==> config.mk <==
export PLATFORM = sky130hd
export DESIGN_NAME = line_xfer_engine
export DESIGN_NICKNAME = d
export VERILOG_FILES = /design/src/rtl/cache_bus_pkg.sv /design/src/rtl/line_beat_reg.sv /design/src/rtl/line_xfer_engine.sv
export SDC_FILE = /design/constraint.sdc
export NUM_CORES = 1
export LEC_CHECK = 0
export CAP_MARGIN = 10
export CORE_MARGIN = 1
export CORE_UTILIZATION = 54
export DETAILED_ROUTE_END_ITERATION = 8
export GPL_TIMING_DRIVEN = 0
export PLACE_DENSITY = 0.86
export SLEW_MARGIN = 20
export SYNTH_ARGS = -nofsm -noshare
export SYNTH_HDL_FRONTEND = slang
export SYNTH_SLANG_ARGS = --single-unit
==> constraint.sdc <==
create_clock -name clk -period 6.7 [get_ports clk]
set_input_delay 1.005 -clock clk [delete_from_list [all_inputs] [get_ports clk]]
set_output_delay 1.005 -clock clk [all_outputs]
set_load 0.02 [all_outputs]
==> src/rtl/cache_bus_pkg.sv <==
// Shared cache/memory bus types: memory command encoding, transfer-engine
// state encoding and default line geometry.
package cache_bus_pkg;

    localparam int DEF_ADDR_W     = 10;
    localparam int DEF_LINE_BYTES = 16;
    localparam int DEF_BUS_W      = 16;

    typedef enum logic [1:0] {
        MEM_NOP   = 2'd0,
        MEM_READ  = 2'd1,
        MEM_WRITE = 2'd2
    } mem_cmd_e;

    typedef enum logic [2:0] {
        ST_IDLE  = 3'd0,
        ST_CMD   = 3'd1,
        ST_WBEAT = 3'd2,
        ST_WACK  = 3'd3,
        ST_RBEAT = 3'd4,
        ST_RESP  = 3'd5
    } xfer_state_e;

    function automatic int beat_count(input int line_bytes, input int bus_w);
        return (line_bytes * 8) / bus_w;
    endfunction

    function automatic int beat_idx_width(input int beats);
        return (beats > 1) ? $clog2(beats) : 1;
    endfunction

endpackage

==> src/rtl/line_beat_reg.sv <==
// Line-wide holding register: whole-line load, beat-indexed write for read
// assembly and beat-indexed select for write serialization.
module line_beat_reg
    import cache_bus_pkg::*;
#(
    parameter int LINE_BITS = DEF_LINE_BYTES * 8,
    parameter int BUS_W     = DEF_BUS_W,
    parameter int BEATS     = LINE_BITS / BUS_W,
    parameter int IDX_W     = beat_idx_width(BEATS)
) (
    input  logic                 clk,
    input  logic                 rst_n,
    input  logic                 load_i,
    input  logic [LINE_BITS-1:0] load_line_i,
    input  logic                 beat_we_i,
    input  logic [IDX_W-1:0]     beat_widx_i,
    input  logic [BUS_W-1:0]     beat_wdata_i,
    input  logic [IDX_W-1:0]     beat_ridx_i,
    output logic [BUS_W-1:0]     beat_rdata_o,
    output logic [LINE_BITS-1:0] line_next_o
);

    logic [LINE_BITS-1:0] line_q;
    logic [LINE_BITS-1:0] line_d;

    // line_next_o exposes the line including a beat being written this cycle,
    // so the final read beat can be captured into the response in one edge.
    always_comb begin
        line_d = line_q;
        if (load_i) begin
            line_d = load_line_i;
        end else if (beat_we_i) begin
            for (int k = 0; k < BEATS; k++) begin
                if (beat_widx_i == IDX_W'(k)) begin
                    line_d[k*BUS_W +: BUS_W] = beat_wdata_i;
                end
            end
        end
    end

    always_comb begin
        beat_rdata_o = '0;
        for (int k = 0; k < BEATS; k++) begin
            if (beat_ridx_i == IDX_W'(k)) begin
                beat_rdata_o = line_q[k*BUS_W +: BUS_W];
            end
        end
    end

    assign line_next_o = line_d;

    always_ff @(posedge clk or negedge rst_n) begin
        if (!rst_n) begin
            line_q <= '0;
        end else begin
            line_q <= line_d;
        end
    end

endmodule

==> src/rtl/line_xfer_engine.sv <==
// Cache-line transfer engine: turns single whole-line requests into a memory
// command plus a fixed-length beat burst, and returns one completion pulse.
module line_xfer_engine
    import cache_bus_pkg::*;
#(
    parameter int ADDR_W     = DEF_ADDR_W,
    parameter int LINE_BYTES = DEF_LINE_BYTES,
    parameter int BUS_W      = DEF_BUS_W
) (
    input  logic                        clk,
    input  logic                        rst_n,
    input  logic                        req_valid,
    output logic                        req_ready,
    input  logic                        req_write,
    input  logic [ADDR_W-1:0]           req_addr,
    input  logic [LINE_BYTES*8-1:0]     req_wdata,
    output logic                        resp_valid,
    output logic                        resp_write,
    output logic [LINE_BYTES*8-1:0]     resp_rdata,
    output logic [1:0]                  mem_cmd,
    output logic [ADDR_W-1:0]           mem_addr,
    output logic                        mem_wvalid,
    output logic [BUS_W-1:0]            mem_wdata,
    input  logic                        mem_rvalid,
    input  logic [BUS_W-1:0]            mem_rdata,
    input  logic                        mem_ack,
    output logic                        protocol_err
);

    localparam int LINE_BITS = LINE_BYTES * 8;
    localparam int BEATS     = beat_count(LINE_BYTES, BUS_W);
    localparam int CNT_W     = beat_idx_width(BEATS);
    localparam logic [CNT_W-1:0] LAST_BEAT = CNT_W'(BEATS - 1);

    xfer_state_e          state_q;
    logic [CNT_W-1:0]     cnt_q;
    logic                 write_q;
    mem_cmd_e             mem_cmd_q;
    logic [ADDR_W-1:0]    mem_addr_q;
    logic                 mem_wvalid_q;
    logic [BUS_W-1:0]     mem_wdata_q;
    logic                 resp_valid_q;
    logic                 resp_write_q;
    logic [LINE_BITS-1:0] resp_rdata_q;
    logic                 protocol_err_q;

    logic                 accept;
    logic                 beat_we;
    logic [CNT_W-1:0]     beat_ridx;
    logic [BUS_W-1:0]     beat_sel;
    logic [LINE_BITS-1:0] line_next;

    assign req_ready = (state_q == ST_IDLE);
    assign accept    = req_ready && req_valid;
    assign beat_we   = (state_q == ST_RBEAT) && mem_rvalid;

    // Write data is registered one beat ahead: CMD preloads beat 0, and each
    // WBEAT cycle preloads the beat after the one currently on the bus.
    assign beat_ridx = (state_q == ST_CMD) ? '0 : cnt_q + CNT_W'(1);

    line_beat_reg #(
        .LINE_BITS (LINE_BITS),
        .BUS_W     (BUS_W),
        .BEATS     (BEATS),
        .IDX_W     (CNT_W)
    ) u_line (
        .clk          (clk),
        .rst_n        (rst_n),
        .load_i       (accept),
        .load_line_i  (req_wdata),
        .beat_we_i    (beat_we),
        .beat_widx_i  (cnt_q),
        .beat_wdata_i (mem_rdata),
        .beat_ridx_i  (beat_ridx),
        .beat_rdata_o (beat_sel),
        .line_next_o  (line_next)
    );

    always_ff @(posedge clk or negedge rst_n) begin
        if (!rst_n) begin
            state_q        <= ST_IDLE;
            cnt_q          <= '0;
            write_q        <= 1'b0;
            mem_cmd_q      <= MEM_NOP;
            mem_addr_q     <= '0;
            mem_wvalid_q   <= 1'b0;
            mem_wdata_q    <= '0;
            resp_valid_q   <= 1'b0;
            resp_write_q   <= 1'b0;
            resp_rdata_q   <= '0;
            protocol_err_q <= 1'b0;
        end else begin
            // Stray read beats or acks are flagged but otherwise ignored.
            if ((mem_rvalid && state_q != ST_RBEAT) || (mem_ack && state_q != ST_WACK)) begin
                protocol_err_q <= 1'b1;
            end

            case (state_q)
                ST_IDLE: begin
                    if (req_valid) begin
                        write_q    <= req_write;
                        cnt_q      <= '0;
                        mem_cmd_q  <= req_write ? MEM_WRITE : MEM_READ;
                        mem_addr_q <= req_addr;
                        state_q    <= ST_CMD;
                    end
                end
                ST_CMD: begin
                    mem_cmd_q  <= MEM_NOP;
                    mem_addr_q <= '0;
                    if (write_q) begin
                        mem_wvalid_q <= 1'b1;
                        mem_wdata_q  <= beat_sel;
                        state_q      <= ST_WBEAT;
                    end else begin
                        state_q <= ST_RBEAT;
                    end
                end
                ST_WBEAT: begin
                    if (cnt_q == LAST_BEAT) begin
                        mem_wvalid_q <= 1'b0;
                        mem_wdata_q  <= '0;
                        state_q      <= ST_WACK;
                    end else begin
                        cnt_q       <= cnt_q + CNT_W'(1);
                        mem_wdata_q <= beat_sel;
                    end
                end
                ST_WACK: begin
                    if (mem_ack) begin
                        resp_valid_q <= 1'b1;
                        resp_write_q <= 1'b1;
                        state_q      <= ST_RESP;
                    end
                end
                ST_RBEAT: begin
                    if (mem_rvalid) begin
                        if (cnt_q == LAST_BEAT) begin
                            resp_valid_q <= 1'b1;
                            resp_write_q <= 1'b0;
                            resp_rdata_q <= line_next;
                            state_q      <= ST_RESP;
                        end else begin
                            cnt_q <= cnt_q + CNT_W'(1);
                        end
                    end
                end
                ST_RESP: begin
                    resp_valid_q <= 1'b0;
                    resp_write_q <= 1'b0;
                    state_q      <= ST_IDLE;
                end
                default: begin
                    state_q <= ST_IDLE;
                end
            endcase
        end
    end

    assign mem_cmd      = mem_cmd_q;
    assign mem_addr     = mem_addr_q;
    assign mem_wvalid   = mem_wvalid_q;
    assign mem_wdata    = mem_wdata_q;
    assign resp_valid   = resp_valid_q;
    assign resp_write   = resp_write_q;
    assign resp_rdata   = resp_rdata_q;
    assign protocol_err = protocol_err_q;

endmodule
## Word level (Yosys, flattened, before mapping)

Cells that the tools add are included.

| word-level totals | value |
|---|---|
| flip-flop bits (word level) | 295 |
| logic and storage cells | 107 |
| input port bits | 160 |
| output and inout port bits | 161 |

| cells by class | value |
|---|---|
| reductions and logical operators | 20 |
| $add $sub $neg | 1 |
| muxes and demuxes | 47 |
| eq/ne operators | 27 |

Operator list:

| operator | count |
|---|---|
| 16-bit 2-to-1 mux | 18 |
| 128-bit 2-to-1 mux | 2 |
| 16-bit case mux with 2 select lines | 1 |
| 3-bit == test (second input constant) | 10 |
| 3-bit 2-to-1 mux | 10 |
| 10-bit case mux with 2 select lines | 1 |
| 3-bit by 2-bit == test with 1-bit output (second input constant) | 6 |
| 3-bit case mux with 5 select lines | 1 |
| 10-bit 2-to-1 mux | 1 |
| 2-bit inequality test (second input constant) | 5 |
| 3-bit by 1-bit == test with 1-bit output (second input constant) | 3 |
| 3-bit logical NOT | 3 |
| 3-bit case mux with 3 select lines | 1 |
| 3-bit AND reduction | 3 |
| 1-bit 2-to-1 mux | 6 |
| 1-bit case mux with 3 select lines | 2 |
| 2-bit AND reduction | 3 |
| 3-bit nonzero test | 2 |
| 5-bit AND reduction | 1 |
| 1-bit logical AND | 4 |
| 2-bit 2-to-1 mux | 2 |
| 2-bit case mux with 2 select lines | 1 |
| 4-bit AND reduction | 1 |
| 2-bit nonzero test | 2 |
| 6 further kinds | 6 |

## Longest topological paths before layout

| logic depth | value |
|---|---|
| depth in word-level cells | 13 |
| mapped depth | 12 |
| mapped depth without buffers | 7 |

## By module

Synthesis repeated with hierarchy kept, for this count alone.

| unflattened totals | value |
|---|---|
| cell total of the unflattened synthesis | 1,190 |
| area total of the unflattened synthesis | 14,388.8 µm² |

By module, submodules not included:

| module | area an instance (µm²) | sequential area each (µm²) | times used | cells an instance |
|---|---|---|---|---|
| line_beat_reg | 7,275.7 | 3,203.1 | 1 | 755 |
| line_xfer_engine | 7,113.1 | 4,179.0 | 1 | 435 |

## Worst setup path before layout

Ideal clock, no wire load.

| path | value |
|---|---|
| kind | register to register |
| from | register cnt_q[0] |
| to | register mem_wdata_q[2], in the netlist mem_wdata[2] |
| path slack | 4.166 ns |
| arrival | 2.402 ns |
| setup time | 0.131 ns |
| required time | 6.569 ns |
| clock period less this slack | 2.534 ns |
| stages on the path, launching flop included | 11 |
| path buffers | 3 |
| path through | dfrtp_1 buf_2 inv_1 clkbuf_1 ha_1 or3_1 clkbuf_1 o22ai_1 a32oi_1 a2111oi_0 o21ai_1 |

| on the way | value |
|---|---|
| longest elaborated chain between the ends | 13 |
| elaborated cells between the ends (all ways) | 22 |
| classes of those cells | add/sub (1); eq/ne (8); mux (12); reduce/logical (1) |

Ends and longest elaborated chain:

| item | RTL line | RTL |
|---|---|---|
| start, declared | line_xfer_engine.sv:36 | `logic [CNT_W-1:0] cnt_q;` |
| start signal, assigned | line_xfer_engine.sv:125 | `cnt_q <= cnt_q + CNT_W'(1);` |
| start signal, assigned | line_xfer_engine.sv:144 | `cnt_q <= cnt_q + CNT_W'(1);` |
| 3-bit by 1-bit adder with 3-bit output | line_xfer_engine.sv:59 | `assign beat_ridx = (state_q == ST_CMD) ? '0 : cnt_q + CNT_W'(1);` |
| 3-bit 2-to-1 mux | line_xfer_engine.sv:59 |  |
| 3-bit logical NOT | line_beat_reg.sv:44 | `if (beat_ridx_i == IDX_W'(k)) begin` |
| 16-bit 2-to-1 mux (8 in a row) | line_beat_reg.sv:44 |  |
| 16-bit 2-to-1 mux, on equally long branches | line_xfer_engine.sv:120, line_xfer_engine.sv:111 |  |
| 16-bit case mux with 2 select lines (*) | line_xfer_engine.sv:98 | `case (state_q)` |
| end signal, assigned | line_xfer_engine.sv:113 | `mem_wdata_q <= beat_sel;` |
| end signal, assigned | line_xfer_engine.sv:126 | `mem_wdata_q <= beat_sel;` |
| end, declared | line_xfer_engine.sv:41 | `logic [BUS_W-1:0] mem_wdata_q;` |

Every way passes the cells marked *; elsewhere a longest branch is shown, timed or not. The select of a mux whose other input is x is not followed.
A chain may end at the register's enable or synchronous reset.

## Worst setup path in the final report

| path | value |
|---|---|
| from | register cnt_q[0] |
| to | register mem_wdata_q[9], in the netlist mem_wdata[9] |

The elaborated chain is that of the path after synthesis.

==> metrics <==
Worst EP arrival=4060 ps; worst-case hold slack=352 ps; Register Area=0.00738 mm2; worst min path class=input port to asynchronous set/reset pin; Clk Tree Root Cell=clkbuf_16; core area=0.0246 mm2; combinational fraction of design power=45.2%; num ports=321; slew margin rel.=34.6%; layer with the highest usage=met2; Layout area overhead=34.4%; status=completed; die footprint=0.0260 mm2; CP endpoint kind=register; number of CTS-inserted buffers=29; Netlist Area Pre-Place=0.0137 mm2; reg2reg path depth=10; Die Height=161 um; Max Fclk=0.276 GHz; Distinct cells, synth=65; clk_skew=21.5 ps; IR drop worst, VDD=301 uV; H-tree lvl count=1; # fillers=1675; prevailing post-synth register cell=dfrtp_1; syn nets=1643; total grt overflow=0; async set-reset flop share out of synthesis=100%; Bufs on Longest Clock Path=3; CTS Sinks=295; initial core utilization=55.6%; final slew viol count=0; yosys warns=0; Power Dens Cells=487 mW/mm2; maxcap violations=0; CP startpoint kind=register; Final HPWL DP=41.8 mm; CP required=7140 ps; Sw Pwr=3.83 mW; Leak=7.92 nW; final wirelength=57.6 mm; Multi-input gate area=0.00577 mm2; Rows=57; Hold Buf Count CTS=0; # diodes=0; DRT antenna net count=0; router iterations before antenna repair=6; grt met1 use=59.5%; Int Power=5.13 mW; Synth Register Bits=295; PortBufs=320; CTS tree=done; PostCTS Resize Cnt=0; first-pass GRT wire length=85.6 mm; setup bufs post-CTS=0; worst slew pin tran=982 ps; All-Layer GR Usage=44.4%; final setup violation count=0; grt met3 use=9.78%; TNS Setup=0 ps; vias in the first global route=13800; Syn Inst Count=1477; crit-path max FO=11; clock network fraction of total power=19.5%; layout net count=1997; Synth Area per Inst=9.26 um2; Clock transition at path regs=70 ps; largest net degree at the start of global routing=96; share of cells above drive strength 1=7.56%; vias per cell=6.39; die width=161 um; sequential share of the synthesized area=54.0%; met2 Use GR=68.6%; Routed WL per cell=26.5 um; crit path kind=register to register; Final Hold Vio Count=0; Sw Share=42.8%; Flop pwr share=35.2%; routed via count=13900; Residual DRC=0; gpl congestion=0.979; initial drt markers=1650; Skew-Pair Late Insertion Delay=570 ps; RSZ-0062 raised after global routing=no; EDFF count, synth=0; fin crit period=3620 ps; final period utilization=54.1%; initial antenna violation count=1
cell families after synthesis:
group | count (synthesis) | synth area share, %
simple gates | 616 | 20.1
compound gates | 386 | 17.4
flops | 295 | 54.0
buf+inv | 122 | 3.92
mux | 51 | 4.03
fa+ha+maj | 6 | 0.549
xor+xnor | 1 | 0.0641
state kept, by name, indices dropped and copies added (netlist names):
name,flops
mem_wvalid,1
write_q,1
resp_valid,1
state_q,3
protocol_err,1
mem_wdata,16
u_line.line_q,128
resp_write,1
resp_rdata,128
mem_cmd,2
cnt_q,3
mem_addr,10
power by group through the flow:
stage / logic (mW) / registers, mW / clock network (mW)
6_report: 4.05 / 3.16 / 1.75
5_1_grt: 4.31 / 3.17 / 1.81
4_1_cts: 3.97 / 3.10 / 1.74
3_5_place_dp: 3.92 / 3.11 / 0
3_3_place_gp: 3.82 / 3.10 / 0
2_1_floorplan: 1.93 / 3.21 / 0
cell usage after synthesis, types with 28 or more instances:
cell type	instances	area, um2
o21ai_1	30	150
nor3_1	29	145
dfrtp_1	295	7380
a31oi_1	28	175
mux2_2	32	360
nand2_1	223	837
nor2_1	225	845
a21oi_1	38	190
or3_1	63	394
clkbuf_1	75	282
o21ai_0	163	816
and3_1	30	188
final timing paths:
path / start / endpoint / slack (ps)
max: cnt_q[0] / mem_wdata[9] / 3080
min: rst_n / state_q[2] / 350
max reg2reg: cnt_q[0] / mem_wdata[9] / 3080
min reg2reg: resp_rdata[120] / resp_rdata[120] / 470
max in group asynchronous: rst_n / u_line.line_q[125] / 5220
min in group clk: resp_rdata[120] / resp_rdata[120] / 470
routing by layer:
| layer | vias up | share of wire, % |
|---|---|---|
| met5 | - | 0.021 |
| met4 | 2 | 5.9 |
| met3 | 208 | 12 |
| met2 | 969 | 45 |
| met1 | 6832 | 38 |
| li1 | 5887 | - |
placed cells by master, fill, tap and decap left out, types with 4 or more instances in the layout:
master | synthesis | layout
a22o_1 | 14 | 14
a21o_1 | 4 | 4
a211oi_1 | 5 | 5
dfrtp_1 | 295 | 295
a32oi_1 | 12 | 12
nor3_1 | 29 | 29
a21oi_1 | 38 | 38
clkbuf_8 | 0 | 5
a2111oi_0 | 10 | 10
a41oi_1 | 18 | 18
nand3b_1 | 4 | 4
mux2i_1 | 19 | 19
ha_1 | 6 | 6
clkbuf_1 | 75 | 78
o31ai_1 | 13 | 13
buf_2 | 27 | 27
inv_1 | 8 | 8
or3_1 | 63 | 63
nand2_1 | 223 | 223
bufinv_16 | 0 | 4
o21a_1 | 14 | 14
nor2_1 | 225 | 225
nand2b_1 | 8 | 8
and3_1 | 30 | 30
mux2_2 | 32 | 32
nand3_1 | 9 | 9
o22ai_1 | 11 | 11
clkdlybuf4s50_1 | 0 | 319
buf_4 | 4 | 4
clkbuf_16 | 0 | 29
o21ai_1 | 30 | 30
o21ai_2 | 9 | 9
o21ai_0 | 163 | 163
nand4_1 | 6 | 6
a31oi_1 | 28 | 28
layout make-up:
cell class / instances / share of cell area (%)
Clock buffer: 37 / 4.38
Inverter: 8 / 0.163
Clock inverter: 14 / 1.07
Sequential cell: 295 / 40.2
Timing Repair Buffer: 323 / 17.9
Multi-Input combinational cell: 1060 / 31.4
Buffer: 114 / 2.75
Tap cell: 324 / 2.21
critical path: stages (launching register included):
cell       delay (ps)
dfrtp_1           420
buf_2             200
inv_1              80
clkbuf_1          510
ha_1              370
or3_1             430
clkbuf_1          260
o21ai_0           380
a21oi_1           130
a2111oi_0         580
o21ai_1           130
stage by stage:
stage	instances	worst slack, ps	total power [mW]	instance area (um2)	utilization (%)
floorplan	1477	4170	5.14	13700	-
global placement	2121	-7570	6.92	17300	70.2
detailed placement	2124	2740	7.04	17400	70.6
CTS	2175	3140	8.81	18400	74.7
global route	2175	2960	9.29	18400	74.7
finish	2175	3080	8.96	18400	74.7
Power figures use the tool's default switching activity.
